$ cat src/rtl/instr_encoder.sv
// FPGC4 instruction packer: encodes one field set per handshake and streams
// the words to consecutive instruction-memory addresses over a we/ack port.
module instr_encoder #(
  parameter int MAX_WORDS   = 1024,
  parameter int ACK_TIMEOUT = 16
) (
  input  logic        clk,
  input  logic        resetn,
  input  logic        start,
  input  logic [26:0] base_addr,
  input  logic        in_valid,
  output logic        in_ready,
  input  logic [1:0]  fmt,
  input  logic [3:0]  instrOP,
  input  logic [3:0]  opcode,
  input  logic [10:0] const11,
  input  logic [15:0] const16,
  input  logic [26:0] const27,
  input  logic [3:0]  areg,
  input  logic [3:0]  breg,
  input  logic [3:0]  dreg,
  input  logic        he,
  input  logic        oe,
  output logic [26:0] mem_addr,
  output logic [31:0] mem_data,
  output logic        mem_we,
  input  logic        mem_ack,
  output logic        busy,
  output logic [15:0] word_count,
  output logic        full,
  output logic        err_timeout
);

  // state   | meaning
  // S_IDLE  | no session, waiting for start
  // S_READY | session open, accepting a field set
  // S_WRITE | mem_we asserted, waiting for mem_ack or timeout
  // S_FULL  | MAX_WORDS written, waiting for start
  // S_ERROR | ack timeout, waiting for start
  typedef enum logic [2:0] {S_IDLE, S_READY, S_WRITE, S_FULL, S_ERROR} state_t;

  localparam int              TW       = (ACK_TIMEOUT > 1) ? $clog2(ACK_TIMEOUT) : 1;
  localparam logic [TW-1:0]   TMR_LOAD = TW'(ACK_TIMEOUT - 1);
  localparam logic [15:0]     CNT_MAX  = 16'(MAX_WORDS);

  state_t        state_q, state_d;
  logic [26:0]   addr_q, addr_d;
  logic [26:0]   mem_addr_q, mem_addr_d;
  logic [31:0]   mem_data_q, mem_data_d;
  logic          mem_we_q, mem_we_d;
  logic [15:0]   cnt_q, cnt_d;
  logic [TW-1:0] tmr_q, tmr_d;
  logic [31:0]   enc_word;
  logic [15:0]   cnt_inc;
  logic [26:0]   addr_inc;

  always_comb begin
    enc_word        = '0;
    enc_word[31:28] = instrOP;
    case (fmt)
      2'd0, 2'd1: begin
        enc_word[27]    = fmt[0];
        enc_word[26:23] = opcode;
        if (fmt[0]) enc_word[22:12] = const11;
        enc_word[11:8]  = areg;
        enc_word[7:4]   = breg;
        enc_word[3:0]   = dreg;
      end
      2'd2: begin
        enc_word[27:12] = const16;
        enc_word[11:9]  = areg[3:1];
        enc_word[8]     = he;
        enc_word[7:4]   = breg;
        enc_word[3:0]   = dreg;
      end
      default: begin
        enc_word[27:1] = const27;
        enc_word[0]    = oe;
      end
    endcase
  end

  assign cnt_inc  = cnt_q + 16'd1;
  assign addr_inc = addr_q + 27'd1;

  always_comb begin
    state_d    = state_q;
    addr_d     = addr_q;
    mem_addr_d = mem_addr_q;
    mem_data_d = mem_data_q;
    mem_we_d   = mem_we_q;
    cnt_d      = cnt_q;
    tmr_d      = tmr_q;
    case (state_q)
      S_IDLE, S_FULL, S_ERROR: begin
        if (start) begin
          state_d = S_READY;
          addr_d  = base_addr;
          cnt_d   = '0;
        end
      end
      S_READY: begin
        // start outranks a simultaneous field set
        if (start) begin
          addr_d = base_addr;
          cnt_d  = '0;
        end else if (in_valid) begin
          state_d    = S_WRITE;
          mem_data_d = enc_word;
          mem_addr_d = addr_q;
          mem_we_d   = 1'b1;
          tmr_d      = TMR_LOAD;
        end
      end
      S_WRITE: begin
        if (mem_ack) begin
          mem_we_d   = 1'b0;
          addr_d     = addr_inc;
          mem_addr_d = addr_inc;
          cnt_d      = cnt_inc;
          state_d    = (cnt_inc == CNT_MAX) ? S_FULL : S_READY;
        end else if (tmr_q == '0) begin
          mem_we_d = 1'b0;
          state_d  = S_ERROR;
        end else begin
          tmr_d = tmr_q - 1'b1;
        end
      end
      default: state_d = S_IDLE;
    endcase
  end

  always_ff @(posedge clk) begin
    if (!resetn) begin
      state_q    <= S_IDLE;
      addr_q     <= '0;
      mem_addr_q <= '0;
      mem_data_q <= '0;
      mem_we_q   <= 1'b0;
      cnt_q      <= '0;
      tmr_q      <= '0;
    end else begin
      state_q    <= state_d;
      addr_q     <= addr_d;
      mem_addr_q <= mem_addr_d;
      mem_data_q <= mem_data_d;
      mem_we_q   <= mem_we_d;
      cnt_q      <= cnt_d;
      tmr_q      <= tmr_d;
    end
  end

  assign in_ready    = (state_q == S_READY);
  assign busy        = (state_q != S_IDLE);
  assign full        = (state_q == S_FULL);
  assign err_timeout = (state_q == S_ERROR);
  assign mem_addr    = mem_addr_q;
  assign mem_data    = mem_data_q;
  assign mem_we      = mem_we_q;
  assign word_count  = cnt_q;

endmodule

$ cat config.mk
export PLATFORM = sky130hd
export DESIGN_NAME = instr_encoder
export DESIGN_NICKNAME = d
export VERILOG_FILES = /design/src/rtl/instr_encoder.sv
export SDC_FILE = /design/constraint.sdc
export NUM_CORES = 1
export LEC_CHECK = 0
export ABC_AREA = 1
export ABC_CLOCK_PERIOD_IN_PS = 2310
export CAP_MARGIN = 25
export CORE_MARGIN = 2
export CORE_UTILIZATION = 45
export DETAILED_ROUTE_END_ITERATION = 10
export DONT_BUFFER_PORTS = 1
export PLACE_DENSITY = 0.68
export SYNTH_ARGS = -nofsm -noshare
export SYNTH_HDL_FRONTEND = slang
export SYNTH_SLANG_ARGS = --single-unit
$ cat constraint.sdc
create_clock -name clk -period 2.31 [get_ports clk]
set_clock_uncertainty 0.2 [all_clocks]
set_input_delay 0.3465 -clock clk [delete_from_list [all_inputs] [get_ports clk]]
set_output_delay 0.3465 -clock clk [all_outputs]
set_load 0.05 [all_outputs]
# Word level (Yosys, flattened, before mapping)
# Index checks and enable logic that the tools add are counted.
[classes]
reduce_logical = 15
bitwise_logic = 1
eq_ne = 15
mux = 28
n_addsub = 3
[op_table]
columns = ["cell", "count"]
rows = [
  ["$mux W27", 4],
  ["$pmux W27 S2", 2],
  ["$pmux W28 S2", 1],
  ["$mux W16", 2],
  ["$pmux W16 S2", 1],
  ["$add A27 B1 Y27 const B", 1],
  ["$add A16 B1 Y16 const B", 1],
  ["$eq A16 B11 Y1 const B", 1],
  ["$mux W4", 4],
  ["$mux W3", 5],
  ["$ne A2 B2 Y1 const B", 6],
  ["$reduce_and A4 Y1", 3],
  ["$mux W11", 1],
  ["$pmux W3 S3", 1],
  ["$pmux W4 S2", 1],
  ["$eq A3 B2 Y1 const B", 2],
  ["$reduce_and A3 Y1", 2],
  ["$reduce_and A5 Y1", 1],
  ["$logic_not A4 Y1", 1],
  ["$mux W1", 4],
  ["$reduce_bool A2 Y1", 2],
  ["$reduce_or A4 Y1", 1],
  ["$sub A4 B1 Y4 const B", 1],
  ["$eq A3 B1 Y1 const B", 1],
  ["13 further kinds", 13],
]
[word_totals]
elab_cells = 69
input_bits = 110
ff_bits = 110

# Depth between registers and ports, before layout
[depth]
word_depth = 5
depth_mapped = 14
ltp_nobuf = 13

# Worst setup path before layout
# Ideal clock, no wire load.
[synth_path]
kind = "flip-flop to flip-flop"
from = "register state_q[0]"
to = "register state_q[2]"
slack_ns = -0.258
arrival_time_ns = 2.243
synth_period_minus_slack_ns = 2.568
n_path_buf = 0
setup_time_ns = 0.125
path_stages_with_launch = 8
required_ns = 1.985
cell_sequence = "dfxtp_1 -> inv_2 -> nor3_1 -> o21ai_0 -> o21ai_0 -> nor2_1 -> o21ai_0 -> a21oi_1"
[synth_via]
elab_chain_cells = 4
[synth_lines]
columns = ["item", "line_no", "source"]
rows = [
  ["start, declared", "46", "state_t state_q, state_d;"],
  ["start signal, assigned", "143", "state_q <= state_d;"],
  ["$eq A3 B2 Y1 (*)", "-", ""],
  ["via full", "30", "output logic full,"],
  ["$reduce_or A3 Y1 (*)", "94", "case (state_q)"],
  ["$ne A2 B2 Y1 (no source line)", "-", ""],
  ["$reduce_and A4 Y1 (no source line)", "-", ""],
]
# Mark *: on every way through the listed nets, which the timed path passes. The rest lies on a longest branch.
# A chain may end at the register's enable or synchronous reset.

# Final worst setup path
[layout_path]
from = "register state_q[1]"
to = "register addr_q[0]"
[layout_via]
elab_chain_cells = 4
[layout_lines]
columns = ["item", "line_no", "source"]
rows = [
  ["$eq A3 B1 Y1, or another cell as far along", "94", ""],
  ["$reduce_or A4 Y1 (no source line)", "-", ""],
  ["$ne A2 B1 Y1 (no source line) / $reduce_bool A2 Y1 (equally long branches)", "-", ""],
  ["$reduce_and A3 Y1 (no source line)", "-", ""],
  ["end signal, assigned", "144", "addr_q <= addr_d;"],
  ["end, declared", "47", "logic [26:0] addr_q, addr_d;"],
]
# Several ways; a longest one is shown, not always the timed one.

==> report_table.html <==
<table>
<tr><th>Metric</th><th>Value</th></tr>
<tr><th colspan="2">Timing</th></tr>
<tr><td>Maximum achievable frequency</td><td>444 MHz</td></tr>
<tr><td>Time the final worst path needs with I/O delays and setup</td><td>2250 ps</td></tr>
<tr><td>Post-route worst setup slack</td><td>55.8 ps</td></tr>
<tr><td>Pins Over Slew Limit</td><td>0</td></tr>
<tr><td>Number of endpoints failing setup at the final stage</td><td>0</td></tr>
<tr><td>Headroom to the max-slew limit</td><td>48.0%</td></tr>
<tr><td>Transition time at the pin with the least slew margin</td><td>777 ps</td></tr>
<tr><td>Post-Route Setup TNS</td><td>0 ps</td></tr>
<tr><td>Fraction of the cycle the final worst path needs</td><td>97.6%</td></tr>
<tr><td>WHS</td><td>16.0 ps</td></tr>
<tr><td>Fin. Hold Viols</td><td>0</td></tr>
<tr><td>Unrepaired setup endpoints after global routing</td><td>true</td></tr>
<tr><th colspan="2">Drt</th></tr>
<tr><td>Number of vias per cell</td><td>5.87</td></tr>
<tr><td>Vias post-DR</td><td>6,053</td></tr>
<tr><td>Routed WL per cell</td><td>17.6 um</td></tr>
<tr><td>Count of unresolved DRC violations after routing</td><td>0</td></tr>
<tr><td>Initial detailed-routing violation count</td><td>558</td></tr>
<tr><td>Post-detailed-route count of antenna-violating nets</td><td>0</td></tr>
<tr><td>Initial DRT Pass Iterations</td><td>6</td></tr>
<tr><td>Wirelength, routed</td><td>18.1 mm</td></tr>
<tr><th colspan="2">Floorplan</th></tr>
<tr><td>Core region area</td><td>12,000 sq um</td></tr>
<tr><td>I/O pin cnt</td><td>190</td></tr>
<tr><td>Die area</td><td>13,200 sq um</td></tr>
<tr><td>Cell row count</td><td>40</td></tr>
<tr><td>Initial Utilization</td><td>46.2%</td></tr>
<tr><td>Height of the die</td><td>115 um</td></tr>
<tr><td>Die width</td><td>115 um</td></tr>
<tr><th colspan="2">GRT</th></tr>
<tr><td>Wire length of the first global-routing pass</td><td>28.2 mm</td></tr>
<tr><td>Overall fraction of global-route tracks in use</td><td>26.7%</td></tr>
<tr><td>Total overflow reported by the global router</td><td>0</td></tr>
<tr><td>Number of global-route vias before repair</td><td>5,749</td></tr>
<tr><td>Antenna violations before repair</td><td>0</td></tr>
<tr><td>Maximum number of pins on one net before global-route repair</td><td>88</td></tr>
<tr><th colspan="2">Synthesis</th></tr>
<tr><td>Share of synthesized area occupied by flip-flops and latches</td><td>39.7%</td></tr>
<tr><td>Synth Instances</td><td>804</td></tr>
<tr><td>Post-synthesis area per instance</td><td>6.90 sq um</td></tr>
<tr><td>Post-synthesis cell type count</td><td>40</td></tr>
<tr><td>Ys async rst share</td><td>0%</td></tr>
<tr><td>Yosys synthesis warning count</td><td>0</td></tr>
<tr><td>Post-synthesis register bit count</td><td>110</td></tr>
<tr><td>Number of flops mapped to enable cells by yosys</td><td>0</td></tr>
<tr><td>Total standard cell area after synthesis</td><td>5550 sq um</td></tr>
<tr><td>Synthesized netlist net count</td><td>918</td></tr>
<tr><td>Most common flop cell mapped by yosys</td><td>sky130_fd_sc_hd__dfxtp_1</td></tr>
<tr><th colspan="2">Placement</th></tr>
<tr><td>Port Buffer Count</td><td>0</td></tr>
<tr><td>Worst slack at placement</td><td>82.9 ps</td></tr>
<tr><td>Half-perimeter wire length after detailed placement</td><td>11.7 mm</td></tr>
<tr><td>GPL Wtd Cong</td><td>0.940</td></tr>
<tr><td>Count of placed standard cells including taps</td><td>936</td></tr>
<tr><th colspan="2">Clock tree</th></tr>
<tr><td>Clock transition at path regs</td><td>80 ps</td></tr>
<tr><td>Number of sinks handled by clock tree synthesis</td><td>110</td></tr>
<tr><td>Clock insertion delay at the later pin of the skew report</td><td>360 ps</td></tr>
<tr><td>H-Tree Level Count</td><td>3</td></tr>
<tr><td>Number of buffers added by the clock tree synthesis step</td><td>9</td></tr>
<tr><td>Clock tree from TritonCTS</td><td>yes</td></tr>
<tr><td>Number of buffers on the longest clock path</td><td>2</td></tr>
<tr><td>Cell chosen for the clock root</td><td>sky130_fd_sc_hd__clkbuf_16</td></tr>
<tr><th colspan="2">Critical path</th></tr>
<tr><td>Endpoint kind of the worst setup timing path</td><td>flip-flop</td></tr>
<tr><td>Start-to-end type of the worst setup path</td><td>flip-flop to flip-flop</td></tr>
<tr><td>Required time worst endpoint</td><td>2350 ps</td></tr>
<tr><td>Arrival time of the worst setup path</td><td>2290 ps</td></tr>
<tr><td>Highest net fanout along the worst path</td><td>27</td></tr>
<tr><td>Critical path startpoint category</td><td>flip-flop</td></tr>
<tr><td>Start point of the critical path</td><td>state_q[1]</td></tr>
<tr><td>Startpoint of the worst-slack reg-to-reg timing path</td><td>state_q[1]</td></tr>
<tr><th colspan="2">Final layout</th></tr>
<tr><td>Most common cell after layout, fill and taps aside</td><td>sky130_fd_sc_hd__nand2_1</td></tr>
<tr><td>Fin nets</td><td>994</td></tr>
<tr><td>Top library cells by usage in the layout, fill and taps aside</td><td>sky130_fd_sc_hd__nand2_1, sky130_fd_sc_hd__o21ai_0, sky130_fd_sc_hd__dfxtp_1, sky130_fd_sc_hd__a21oi_1, sky130_fd_sc_hd__dlygate4sd3_1</td></tr>
<tr><td>Antenna diode count</td><td>0</td></tr>
<tr><td>Post-route non-filler standard cell count</td><td>1,032</td></tr>
<tr><td>Growth of design area from synthesis to finish</td><td>25.1%</td></tr>
<tr><td>Layout cells sized above 1</td><td>7.91%</td></tr>
<tr><th colspan="2">Worst hold path</th></tr>
<tr><td>Hold Path Class</td><td>primary input to flip-flop</td></tr>
<tr><td>Startpoint of the worst hold path</td><td>base_addr[15]</td></tr>
<tr><th colspan="2">Pwr</th></tr>
<tr><td>Reported leakage power</td><td>2.68 nW</td></tr>
<tr><td>Maximum resistive drop on vdd</td><td>0.466 mV</td></tr>
<tr><td>Power density over the cells</td><td>951 nW/um^2</td></tr>
<tr><th colspan="2">Job</th></tr>
<tr><td>Max-Cap Viols</td><td>0</td></tr>
<tr><th colspan="2">Run status</th></tr>
<tr><td>Status</td><td>finished clean</td></tr>
</table>
power breakdown:
part           switching, W  total [W]  internal, W  leakage (nW)
logic               0.00112    0.00169     0.000577          1.64
registers           0.00103    0.00330      0.00227         0.898
clock network      0.000723    0.00160     0.000879         0.143
Yosys cell counts (8+ instances only):
library cell                 n  area [sq um]
sky130_fd_sc_hd__a21oi_1   107           536
sky130_fd_sc_hd__a221oi_1    9          78.8
sky130_fd_sc_hd__a31oi_1    19           119
sky130_fd_sc_hd__a41oi_1     9          78.8
sky130_fd_sc_hd__clkbuf_1   38           143
sky130_fd_sc_hd__dfxtp_1   110          2200
sky130_fd_sc_hd__inv_1      53           199
sky130_fd_sc_hd__nand2_1   173           649
sky130_fd_sc_hd__nand3_1    30           150
sky130_fd_sc_hd__nand4_1    13          81.3
sky130_fd_sc_hd__nor2_1     61           229
sky130_fd_sc_hd__nor3_1      8          40.0
sky130_fd_sc_hd__o21ai_0   111           556
sky130_fd_sc_hd__xor2_1     11          96.3
area by class of cell:
| cell class | instances | area, sq um |
|---|---|---|
| clock buffer | 12 | 246 |
| clock inverter | 4 | 55.1 |
| fill | 1069 | 5080 |
| inverter | 57 | 224 |
| multi-input combinational | 592 | 2970 |
| sequential | 110 | 2200 |
| tap | 147 | 184 |
| timing repair buffer | 109 | 1040 |
| timing repair inverter | 1 | 7.51 |
cells by family (layout without fill, tap and decap cells):
family	after synthesis	count (layout)	synth area share, %
buf+inv	102	183	7.22
compound gates	272	272	26.9
fa+ha+maj	4	4	0.903
simple gates	302	302	23.1
flops	110	110	39.7
xor+xnor	14	14	2.21
sequential cells by signal, summed over array words and instances, names as in the netlist:
name        count
addr_q         27
mem_addr       27
mem_data       32
mem_we          1
state_q         3
tmr_q           4
word_count     16
stage by stage:
| stage | utilization (%) | power, W | area [sq um] |
|---|---|---|---|
| floorplan | - | 0.00438 | 5550 |
| global placement | 48.1 | 0.00475 | 5770 |
| detailed placement | 48.1 | 0.00482 | 5770 |
| CTS | 57.1 | 0.00655 | 6850 |
| global route | 57.7 | 0.00693 | 6940 |
| finish | 57.7 | 0.00660 | 6940 |
final timing paths:
kind                              endpoint  slack [ps]  depth (start not counted)
worst max register to register   addr_q[0]          60                          7
worst min-delay path            addr_q[15]          20                          2
worst max-delay path             addr_q[0]          60                          7
worst min register to register    tmr_q[0]         250                          1
routing by layer:
metal | track usage (%) | vias up | routed length, um
met5 | 0 | - | 0
met4 | 13.2 | 0 | 655
met3 | 7.06 | 43 | 1540
met2 | 44.6 | 299 | 8700
met1 | 31.8 | 2796 | 7220
li1 | - | 2915 | -
worst max-delay path: stages (launching register included):
cell and delay (ps):
sky130_fd_sc_hd__dfxtp_1 410, sky130_fd_sc_hd__inv_1 140, sky130_fd_sc_hd__nor3_4 170, sky130_fd_sc_hd__nand2_1 140, sky130_fd_sc_hd__nand3b_1 190, sky130_fd_sc_hd__clkinvlp_4 430, sky130_fd_sc_hd__o21ai_0 360, sky130_fd_sc_hd__nor2_1 80
repair_timing:
action,in CTS,in global routing
hold endpoints to repair,87,0
gates resized for setup,0,15
hold buffers,76,0
setup endpoints to repair,0,53
buffers inserted,0,3
Note: power is estimated with default switching activity, not from simulation.
